$ cat config.mk
export PLATFORM = sky130hd
export DESIGN_NAME = clause_vote_engine
export DESIGN_NICKNAME = d
export VERILOG_FILES = /design/src/rtl/clause_vote_engine.sv
export SDC_FILE = /design/constraint.sdc
export NUM_CORES = 1
export LEC_CHECK = 0
export CAP_MARGIN = 10
export CORE_ASPECT_RATIO = 0.5
export CORE_MARGIN = 2
export CORE_UTILIZATION = 40
export CTS_CLUSTER_DIAMETER = 60
export DETAILED_ROUTE_END_ITERATION = 12
export GPL_ROUTABILITY_DRIVEN = 0
export PLACE_DENSITY_LB_ADDON = 0.12
export SYNTH_ARGS = -nofsm -noshare
export SYNTH_HDL_FRONTEND = slang
export SYNTH_SLANG_ARGS = --single-unit
$ cat constraint.sdc
create_clock -name clock -period 7.6 [get_ports clock]
set_input_delay 1.52 -clock clock [delete_from_list [all_inputs] [get_ports clock]]
set_output_delay 1.52 -clock clock [all_outputs]
set_load 0.1 [all_outputs]
$ cat src/rtl/clause_vote_engine.sv
// rtl/clause_vote_engine.sv - streaming Tsetlin clause evaluation, per-class vote sums and argmax
// Optional SUM_SATURATE_EN: clamp the vote accumulator symmetrically instead of wrapping.
module clause_vote_engine #(
    parameter int FEATURES  = 8,
    parameter int CLASS_LEN = 4,
    parameter int SUM_W     = 10
) (
    input  logic                        clock,
    input  logic                        reset,
    input  logic                        start_compute,
    input  logic [FEATURES-1:0]         input_literals,
    input  logic                        clause_valid,
    output logic                        clause_ready,
    input  logic [CLASS_LEN-1:0]        clause_class,
    input  logic                        clause_polarity,
    input  logic [2*FEATURES-1:0]       clause_include,
    input  logic                        clause_last,
    output logic                        clause_fire,
    output logic                        sum_valid,
    output logic [CLASS_LEN-1:0]        sum_class,
    output logic signed [SUM_W-1:0]     sum_value,
    output logic                        result_valid,
    output logic [CLASS_LEN-1:0]        predicted_class,
    output logic signed [SUM_W-1:0]     predicted_sum,
    output logic                        busy
);
    typedef enum logic [1:0] {S_IDLE, S_RUN, S_FLUSH, S_DONE} state_t;

    localparam logic signed [SUM_W-1:0] ONE      = SUM_W'(1);
    localparam logic signed [SUM_W-1:0] MOST_NEG = {1'b1, {(SUM_W-1){1'b0}}};
    localparam logic signed [SUM_W-1:0] SAT_MAX  = {1'b0, {(SUM_W-1){1'b1}}};
    localparam logic signed [SUM_W-1:0] SAT_MIN  = {1'b1, {(SUM_W-2){1'b0}}, 1'b1};

    state_t                   state, state_next;
    logic [FEATURES-1:0]      x_reg;
    logic [2*FEATURES-1:0]    lit;
    logic signed [SUM_W-1:0]  acc, acc_next, vote, best_sum;
    logic [CLASS_LEN-1:0]     cur_class, best_class;
    logic                     first, fire, accept, same_group;

    assign clause_ready = (state == S_RUN);
    assign busy         = (state != S_IDLE);
    assign accept       = clause_valid & clause_ready;
    assign lit          = {~x_reg, x_reg};
    assign fire         = (|clause_include) && ((clause_include & ~lit) == '0);
    assign vote         = fire ? (clause_polarity ? ONE : -ONE) : '0;
    assign same_group   = first || (clause_class == cur_class);

    always_comb begin
        acc_next = acc + vote;
`ifdef SUM_SATURATE_EN
        if ((vote == ONE && acc == SAT_MAX) || (vote == -ONE && acc == SAT_MIN))
            acc_next = acc;
`endif
    end

    always_ff @(posedge clock or negedge reset) begin
        if (!reset) state <= S_IDLE;
        else        state <= state_next;
    end

    always_comb begin
        state_next = state;
        case (state)
            S_IDLE:  if (start_compute) state_next = S_RUN;
            S_RUN:   if (accept && clause_last) state_next = S_FLUSH;
            S_FLUSH: state_next = S_DONE;
            S_DONE:  state_next = S_IDLE;
            default: state_next = S_IDLE;
        endcase
    end

    always_ff @(posedge clock or negedge reset) begin
        if (!reset) begin
            x_reg           <= '0;
            acc             <= '0;
            cur_class       <= '0;
            first           <= 1'b0;
            best_sum        <= '0;
            best_class      <= '0;
            clause_fire     <= 1'b0;
            sum_valid       <= 1'b0;
            sum_class       <= '0;
            sum_value       <= '0;
            result_valid    <= 1'b0;
            predicted_class <= '0;
            predicted_sum   <= '0;
        end else begin
            sum_valid    <= 1'b0;
            result_valid <= 1'b0;
            case (state)
                S_IDLE: if (start_compute) begin
                    x_reg       <= input_literals;
                    acc         <= '0;
                    best_sum    <= MOST_NEG;
                    best_class  <= '0;
                    first       <= 1'b1;
                    clause_fire <= 1'b0;
                end
                S_RUN: if (accept) begin
                    clause_fire <= fire;
                    first       <= 1'b0;
                    cur_class   <= clause_class;
                    if (same_group) begin
                        acc <= acc_next;
                    end else begin
                        // Class boundary: emit the closed group and rank it before restarting acc.
                        sum_valid <= 1'b1;
                        sum_class <= cur_class;
                        sum_value <= acc;
                        if (acc > best_sum) begin
                            best_sum   <= acc;
                            best_class <= cur_class;
                        end
                        acc <= vote;
                    end
                end
                S_FLUSH: begin
                    sum_valid    <= 1'b1;
                    sum_class    <= cur_class;
                    sum_value    <= acc;
                    result_valid <= 1'b1;
                    if (acc > best_sum) begin
                        best_sum        <= acc;
                        best_class      <= cur_class;
                        predicted_class <= cur_class;
                        predicted_sum   <= acc;
                    end else begin
                        predicted_class <= best_class;
                        predicted_sum   <= best_sum;
                    end
                end
                default: ;
            endcase
        end
    end
endmodule

# Word-level counts from Yosys, hierarchy flattened
# Cells that the tools add are included.
# word_totals
output_inout_bits	33
romBits	0
mem_count	0
input_bits	34
ramBits	0
latch_bits	0
ff_bits	70
# classes
mux	35
addsub	1
bitwise_logic	4
shift	0
div_mod_pow	0
order_cmp	1
n_reduce_logical	16
eq_ne	8
multipliers	0
# op_table
operator	n
two-way mux 10 bit	11
case mux 10 bit (2 select lines)	2
case mux 10 bit (3 select lines)	1
two-way mux 4 bit	6
bitwise AND 16 bit	1
logical NOT 16 bit	1
inverter 16 bit	1
OR reduction 16 bit	1
case mux 4 bit (3 select lines)	1
adder 10 bit	1
> comparator 10 bit	1
inverter 8 bit	1
case mux 2 bit (4 select lines)	1
case mux 4 bit (2 select lines)	1
two-way mux 1 bit	7
case mux 1 bit (2 select lines)	3
AND reduction 2 bit	3
AND reduction 3 bit	2
nonzero test 2 bit	3
== test 2 bit (second input constant)	2
== test 4 bit	1
two-way mux 2 bit	2
!= test 2 x 1 -> 1 bit (second input constant)	2
!= test 2 bit (second input constant)	2
other kinds (7)	8

# Logic depth before layout (Yosys ltp)
# Gate-level depths: netlist of the first run.
# depth
word_depth	10
depth_mapped	12
mapped_depth_nobuf	12

# Worst setup path before layout of the first run
# No wires, ideal clock.
# synth_path
path_kind	input to register
from	input port clause_include[10]
to	register acc[8]
arrival_ns	3.709
path_slack_ns	3.787
path_buffers	0
setup_ns	0.104
path_stages	12
t_required_ns	7.496
path_cell_list	mux2i_1 -> nand4_1 -> nor3_1 -> nand2b_1 -> inv_1 -> ha_1 -> nor2b_1 -> o21a_1 -> o21a_1 -> o21ai_0 -> a211oi_1 -> a221oi_1
# synth_between
elab_chain_cells	8
elab_cells_between_ends	9
cone_classes	1 x add/sub; 4 x mux; 1 x bitwise; 3 x reduce/logical
# synth_rtl
item	line_no	rtl
start: declaration	16	input logic [2*FEATURES-1:0] clause_include,
bitwise AND 16 bit	45	assign fire = (|clause_include) && ((clause_include & ~lit) == '0);
logical NOT 16 bit	45	
logical AND 1 bit (*)	45	
two-way mux 10 bit (*)	46	assign vote = fire ? (clause_polarity ? ONE : -ONE) : '0;
adder 10 bit	50	acc_next = acc + vote;
two-way mux 10 bit (*)	104	if (same_group) begin
two-way mux 10 bit (*)	100	S_RUN: if (accept) begin
case mux 10 bit (2 select lines) (*)	91	case (state)
end signal: assignment	105	acc <= acc_next;
end signal: assignment	115	acc <= vote;
end: declaration	37	logic signed [SUM_W-1:0] acc, acc_next, vote, best_sum;
# Every way passes the cells marked *; elsewhere a longest branch is shown, timed or not. The select of a mux whose other input is x is not followed.
# A chain may end at the register's enable or synchronous reset.

# Worst setup path in the final report of the first run
# layout_path
from	input port clause_include[2]
to	register acc[7]
# The elaborated chain is that of the path after synthesis.

==> flow_summary_export.csv, run 1 <==
group,metric,value,unit
synthesis,synth_common_cells,"70 x dfrtp_1, 30 x nand2_1, 26 x mux2_2",
cts,cts_setup_buffers,0,
setup_path,cp-start-kind,"input pin",
synthesis,syn_area,3910,um^2
place,numPortBuffers,66,
synthesis,synth-seq-area-share,44.8,%
setup_path,required,7.77,ns
timing,hold_violations,0,
min_path,holdPathEnd,"sum_class[3]$_DFFE_PN0P_",
route,vias,3096,
synthesis,synthDistinctLibCells,53,
global_routing,grt_max_degree,71,
place,dp.cells,559,
status,status,"complete, no violations",
min_path,hp-class,"reg -> reg",
final_layout,nFillCells,835,
setup_path,critPathMaxFanout,8,
global_routing,grt_usage,19.1,%
timing,setup_viol_count_final,0,
synthesis,yosys-top-cells-area,"dfrtp_1 45%, ha_1 7.7%, mux2_2 7.5%, mux2i_1 5.9%, a21oi_1 3.1%",
min_path,min_from,"sum_class[3]$_DFFE_PN0P_",
timing,slew_viol_final,0,
floorplanning,dieArea,10600,um^2
cts,h-tree-depth,3,
timing,fmax,0.219,GHz
floorplanning,num_rows,25,
final_layout,final_cells,575,
cts,cts-buffers-inserted,9,
route,wirelength,9.43,mm
synthesis,synth_edf_count,0,
timing,rsz0062_at_grt,"false",
cts,clockBufferDepth,2,
cts,cts.sinks,70,
final_layout,drive_gt1_share,11.6,%
synthesis,async_reset_ff_share,100,%
min_path,whs_path_depth,1,
floorplanning,core,9480,um^2
synthesis,syn_nets,427,
final_layout,finalNetCount,494,
place,dp_hpwl,6.98,mm
global_routing,grt_pass1_vias,2994,
setup_path,r2r-end,"acc[7]$_DFFE_PN0P_",
route,drc_errors,0,
timing,clock_skew,0.00529,ns
route,viasPerCell,5.38,
synthesis,synth_cells,368,
route,firstDrtPassIters,4,
global_routing,grt_first_pass_wirelength,15.3,mm
timing,tns,0,ns
setup_path,criticalPathCategory,"in -> reg",
floorplanning,initial_core_util,41.2,%
global_routing,grt_antenna_before_repair,0,
place,dp_slack,2.79,ns
cts,clock_latency,0.33,ns
timing,fin_ws,3.03,ns
synthesis,synth_most_common_cell,"dfrtp_1",
route,drt_iter0_markers,190,
route,ant_nets,0,
floorplanning,ios,67,
cts,ctsHoldBuffers,0,
setup_path,reg2reg_depth,12,
synthesis,syn_avg_cell_area,10.6,um^2
floorplanning,die_w,144,um
final_layout,regArea,1750,um^2
floorplanning,die_h,73.9,um
cts,cts_tree,"built",
cts,cts-root-buf,"clkbuf_16",
timing,post-route-period-util,60.1,%
timing,relSlewSlack,19.0,%
cts,cts_resized,0,
synthesis,synth.top_cell.area_share,44.8,%
setup_path,r2r_setup_slack,4.27,ns
timing,fin_crit,4.57,ns
final_layout,multiInputGateArea,2010,um^2
job,cap_violations,0,
final_layout,diodes,0,
global_routing,grt-ovfl-total,0,
setup_path,r2r_start,"x_reg[4]$_DFFE_PN0P_",
setup_path,end_kind,"flop",
final_layout,area_growth,28.0,%
synthesis,synth-main-ff-cell,"dfrtp_1",
setup_path,arrival,4.74,ns
synthesis,synth_top_area_cell,"dfrtp_1",
timing,tightest_slew,1.20,ns
synthesis,yosys_warnings,0,
route,wire_per_inst,16.4,um
cts,clk_pin_slew,0.06,ns
synthesis,synth-seq-cells,70,
[how the worst max path moves through the flow]
stage / start / to / slack, ns / cells past startpoint
floorplan: clause_include[10] / acc[8]$_DFFE_PN0P_ / 3.79 / 12
global placement: clause_include[2] / acc[7]$_DFFE_PN0P_ / 3.07 / 13
detailed placement: clause_include[2] / acc[7]$_DFFE_PN0P_ / 2.79 / 13
CTS: clause_include[2] / acc[7]$_DFFE_PN0P_ / 3.11 / 13
global route: clause_include[11] / acc[7]$_DFFE_PN0P_ / 2.69 / 13
finish: clause_include[2] / acc[7]$_DFFE_PN0P_ / 3.03 / 13
[cells in the final DEF, fill, tap and decap left out, types with 5 or more instances in the layout]
| cell type | instances |
|---|---|
| o211ai_1 | 6 |
| nor4_1 | 5 |
| clkdlybuf4s50_1 | 65 |
| dfrtp_1 | 70 |
| a32o_1 | 5 |
| o21ai_0 | 15 |
| inv_1 | 18 |
| a211oi_1 | 5 |
| nand4_1 | 12 |
| xnor2_1 | 6 |
| nor2_1 | 20 |
| a21oi_1 | 24 |
| mux2i_1 | 23 |
| clkbuf_16 | 9 |
| mux2_2 | 26 |
| nand2_1 | 30 |
| nand3_1 | 7 |
| ha_1 | 24 |
| a21o_1 | 6 |
[cell families (layout without fill, tap and decap cells)]
kind of cell / Yosys count / count (layout) / share of synthesized area, %
buffers and inverters: 32 / 104 / 3.71
AOI/OAI and AO/OA: 87 / 87 / 15.2
and+or+nand+nor: 97 / 97 / 12.6
xor gates and xnor gates: 7 / 7 / 1.57
muxes: 50 / 50 / 14.0
adders and majority gates: 25 / 25 / 8.20
DFF: 70 / 70 / 44.8
[area by class of cell]
class	instances	share of cell area, %
Multi-Input combinational cell	266	40.2
Sequential cell	70	35.0
Timing Repair Buffer	70	13.7
Clock buffer	12	4.93
Tap cell	135	3.38
Clock inverter	4	1.40
Inverter	18	1.35
[critical path, stage by stage]
cell and delay [ns]:
clkdlybuf4s50_1 0.51, nor4_1 0.06, and4_1 0.20, nor3_1 0.40
nand2b_1 0.20, inv_1 0.25, ha_1 0.30, a211oi_1 0.29
o21bai_1 0.14, a21oi_1 0.32, o21ai_0 0.16, nor4b_1 0.27
a221oi_1 0.11
[metrics by stage]
| step | area, um^2 | util, % | hold WS, ns |
|---|---|---|---|
| 4_1_cts | 5000 | 52.8 | 0.507 |
| 5_1_grt | 5000 | 52.8 | 0.519 |
| 3_3_place_gp | 4680 | 49.4 | 0.491 |
| 2_1_floorplan | 3910 | - | 0.474 |
| 6_report | 5000 | 52.8 | 0.503 |
| 3_5_place_dp | 4680 | 49.4 | 0.494 |
[per-layer routing]
metal | wire length [um] | up-vias | global-route usage (%)
met4 | 97 | 0 | 6.32
met5 | 0 | - | 0
li1 | - | 1499 | -
met1 | 4720 | 1520 | 25.2
met3 | 363 | 9 | 4.82
met2 | 4250 | 68 | 31.1
Power of run 1 is left out: the tool's default activity adds up to more than one toggle a clock period on the data nets, which glitch-free logic cannot reach.
==> inputs of run 2 (changes only) <==
clock period = 4.4 ns   (was 7.6 ns; I/O delays follow)
==> run 2 against run 1 <==
Routed wire length up 0.68%; die area unchanged; critical path depth unchanged; first-iteration DRC count up 15%; core utilization down 0.28 points; final area down 0.53%; via count up 3.4%; flip-flop and latch count unchanged; sequential share of layout area up 0.19 points; hold slack worse by 0.0053 ns; critical path type unchanged.
==> flow_summary_export.csv, run 2 (synthesis gave the netlist of run 1 again) <==
group,metric,value,unit
timing,fmax,0.267,GHz
floorplanning,die_h,73.9,um
setup_path,arrival,3.91,ns
route,viasPerCell,5.56,
final_layout,area_growth,27.3,%
timing,tightest_slew,0.994,ns
final_layout,final_common_cell,"dfrtp_1",
cts,ctsHoldBuffers,0,
route,drc_errors,0,
min_path,hp-class,"in -> async",
setup_path,required,4.58,ns
timing,hold_violations,0,
final_layout,final_cell_mix,"70 x dfrtp_1, 65 x clkdlybuf4s50_1, 30 x nand2_1",
cts,cts.sinks,70,
setup_path,criticalPathCategory,"in -> reg",
route,ant_nets,0,
floorplanning,die_w,144,um
timing,slew_viol_final,0,
cts,cts_resized,0,
route,wirelength,9.50,mm
setup_path,cp-start-kind,"input pin",
floorplanning,num_rows,25,
floorplanning,ios,67,
job,cap_violations,0,
route,wire_per_inst,16.5,um
timing,relSlewSlack,33.5,%
cts,h-tree-depth,3,
floorplanning,initial_core_util,41.2,%
cts,cts-root-buf,"clkbuf_16",
global_routing,grt_antenna_before_repair,0,
final_layout,diodes,0,
timing,tns,0,ns
global_routing,grt_usage,19.1,%
place,dp_hpwl,7.08,mm
global_routing,grt_pass1_vias,3072,
cts,clockBufferDepth,2,
place,numPortBuffers,66,
cts,clock_latency,0.33,ns
final_layout,finalNetCount,496,
timing,setup_viol_count_final,0,
cts,cts_tree,"built",
setup_path,end_kind,"flop",
route,firstDrtPassIters,4,
timing,post-route-period-util,85.0,%
floorplanning,dieArea,10600,um^2
timing,rsz0062_at_grt,"false",
cts,cts_setup_buffers,0,
global_routing,grt_max_degree,53,
floorplanning,core,9480,um^2
final_layout,drive_gt1_share,12.2,%
route,drt_iter0_markers,219,
setup_path,critPathMaxFanout,8,
route,vias,3202,
cts,cts-buffers-inserted,9,
timing,fin_crit,3.74,ns
global_routing,grt_first_pass_wirelength,15.4,mm
global_routing,grt-ovfl-total,0,
status,status,"complete, no violations",
cts,clk_pin_slew,0.06,ns
timing,clock_skew,0.00431,ns
-- run 2: cell types whose count changed in the layout (fill, tap and decap cells not counted) --
cell,previous run,this run
clkinv_2,2,3
bufinv_16,2,0
clkinvlp_4,0,1
clkbuf_1,2,0
clkbuf_8,1,2
buf_4,4,6
-- run 2: final cells by class --
class | count | area [um^2]
clock inverter | 4 | 22.5
multi-input combinational | 266 | 2010
tap | 135 | 169
fill | 848 | 4500
sequential | 70 | 1750
clock buffer | 11 | 253
inverter | 18 | 67.6
timing repair buffer | 72 | 701
-- run 2: path summary, 6_finish.rpt --
path                                          startpoint                  endpoint  slack, ns  depth (start not counted)
max in group asynchronous                          reset  sum_value[2]$_DFFE_PN0P_       2.85                          2
worst min-delay path                               reset      x_reg[4]$_DFFE_PN0P_       0.50                          1
worst max register to register      x_reg[5]$_DFFE_PN0P_        acc[7]$_DFFE_PN0P_       1.24                         12
min in group clock              sum_value[8]$_DFFE_PN0P_  sum_value[8]$_DFFE_PN0P_       0.50                          1
worst min register to register  sum_value[8]$_DFFE_PN0P_  sum_value[8]$_DFFE_PN0P_       0.50                          1
worst max-delay path                   clause_include[2]        acc[7]$_DFFE_PN0P_       0.66                         13
-- run 2: layer usage --
metal | routed length, um | track usage (%) | up-vias
li1 | - | - | 1507
met1 | 4510 | 26.5 | 1569
met2 | 4340 | 29.9 | 115
met3 | 523 | 4.30 | 11
met4 | 122 | 6.21 | 0
met5 | 0 | 0 | -
-- run 2: critical path, cell delays in order --
cell and delay (ns):
clkdlybuf4s50_1 0.50, nor4_1 0.06, and4_1 0.21, nor3_1 0.39, nand2b_1 0.19, inv_1 0.25
ha_1 0.30, a211oi_1 0.24, o21bai_1 0.13, a21oi_1 0.27, o21ai_0 0.16, nor4b_1 0.26
a221oi_1 0.08
-- run 2: per-stage QoR --
step,hold WS [ns],cell area [um^2],utilization (%),worst slack (ns),std cells
6_report,0.498,4970,52.5,0.661,576
2_1_floorplan,0.474,3910,-,1.23,368
4_1_cts,0.508,4970,52.5,0.695,576
5_1_grt,0.531,4970,52.5,0.352,576
3_5_place_dp,0.496,4700,49.6,0.329,561
3_3_place_gp,0.491,4700,49.6,0.477,561
Power of run 2 is left out for the same reason.
==> inputs of run 3 (changes only) <==
clock period = 3.5 ns   (was 4.4 ns; I/O delays follow)
==> run 3 against run 2 <==
Via count fell by 1.2%; die area did not move; routed wire length rose by 1.5%; cell count rose by 3.8%.
==> flow_summary_export.csv, run 3 (synthesis gave the netlist of run 1 again) <==
group,metric,value,unit
status,status,"complete, no violations",
timing,fmax,0.312,GHz
setup_path,criticalPathCategory,"in -> reg",
floorplanning,die_h,73.9,um
global_routing,grt_pass1_vias,3089,
setup_path,end_kind,"flop",
final_layout,diodes,0,
timing,tightest_slew,0.993,ns
floorplanning,core,9480,um^2
cts,clockBufferDepth,2,
final_layout,fin_area,5210,um^2
cts,cts.sinks,70,
global_routing,grt_first_pass_wirelength,15.8,mm
cts,cts-buffers-inserted,9,
place,numPortBuffers,66,
timing,tns,0,ns
timing,slew_viol_final,0,
global_routing,grt-ovfl-total,0,
cts,clk_pin_slew,0.06,ns
route,viasPerCell,5.29,
timing,post-route-period-util,91.7,%
floorplanning,dieArea,10600,um^2
timing,hold_violations,0,
place,dp.cells,582,
final_layout,drive_gt1_share,17.9,%
place,post_dp_cell_area,4850,um^2
final_layout,utilization,54.9,%
timing,relSlewSlack,33.6,%
floorplanning,initial_core_util,41.2,%
cts,h-tree-depth,3,
global_routing,grt_antenna_before_repair,0,
setup_path,critPathMaxFanout,6,
route,vias,3163,
final_layout,final_cells,598,
floorplanning,ios,67,
final_layout,area_growth,33.2,%
route,firstDrtPassIters,4,
final_layout,final_cell_mix,"70 x dfrtp_1, 58 x clkdlybuf4s50_1, 33 x buf_4",
job,cap_violations,0,
setup_path,required,3.68,ns
cts,clock_latency,0.33,ns
route,drt_iter0_markers,174,
timing,clock_skew,0.00657,ns
route,wire_per_inst,16.1,um
cts,cts_setup_buffers,0,
final_layout,final_common_cell,"dfrtp_1",
route,drc_errors,0,
final_layout,finalNetCount,517,
floorplanning,num_rows,25,
timing,setup_viol_count_final,0,
setup_path,cp-start-kind,"input pin",
setup_path,arrival,3.38,ns
cts,cts_tree,"built",
timing,fin_crit,3.21,ns
min_path,hp-class,"in -> async",
global_routing,grt_max_degree,40,
route,wirelength,9.65,mm
setup_path,reg2reg_depth,13,
cts,cts-root-buf,"clkbuf_16",
global_routing,grt_usage,19.5,%
route,ant_nets,0,
cts,cts_resized,0,
cts,ctsHoldBuffers,0,
place,dp_hpwl,7.24,mm
timing,rsz0062_at_grt,"false",
floorplanning,die_w,144,um
-- run 3: worst max-delay path, stage by stage --
cell and delay, ns:
clkdlybuf4s50_1 0.42, nor4_1 0.30, and4_1 0.27, nor3_2 0.06, nand2b_1 0.09, inv_1 0.12, ha_1 0.32, a211oi_1 0.25
o21bai_1 0.13, a21oi_1 0.20, o21ai_0 0.15, nor4b_1 0.28, a221oi_1 0.09
-- run 3: worst paths after layout --
| kind | end | slack (ns) | start |
|---|---|---|---|
| max | acc[7]$_DFFE_PN0P_ | 0.29 | clause_include[3] |
| min | acc[5]$_DFFE_PN0P_ | 0.45 | reset |
| max reg2reg | acc[8]$_DFFE_PN0P_ | 0.71 | x_reg[5]$_DFFE_PN0P_ |
| min reg2reg | sum_value[4]$_DFFE_PN0P_ | 0.50 | sum_value[4]$_DFFE_PN0P_ |
| max in group asynchronous | state[0]$_DFFE_PN0P_ | 2.38 | reset |
| min in group clock | sum_value[4]$_DFFE_PN0P_ | 0.50 | sum_value[4]$_DFFE_PN0P_ |
-- run 3: layer usage --
metal,part of all wire [%],global-route usage (%),up-vias
met5,0,0,-
met4,0.62,5.34,0
met3,4.3,4.24,4
met2,45,30.2,70
met1,50,27.8,1538
li1,-,-,1551
-- run 3: through the flow --
step	setup slack (ns)	hold slack (ns)
after floorplan	0.507	0.404
after global placement	-0.0307	0.489
after detailed placement	-0.0585	0.495
after CTS	0.268	0.475
after global routing	0.0120	0.515
final	0.292	0.448
-- run 3: final cells by class --
cell class	instances	area, um^2
fill	822	4270
clock buffer	11	243
multi-input combinational	266	2020
clock inverter	5	106
sequential	70	1750
timing repair buffer	93	853
inverter	18	67.6
tap	135	169
Power of run 3 is left out for the same reason.
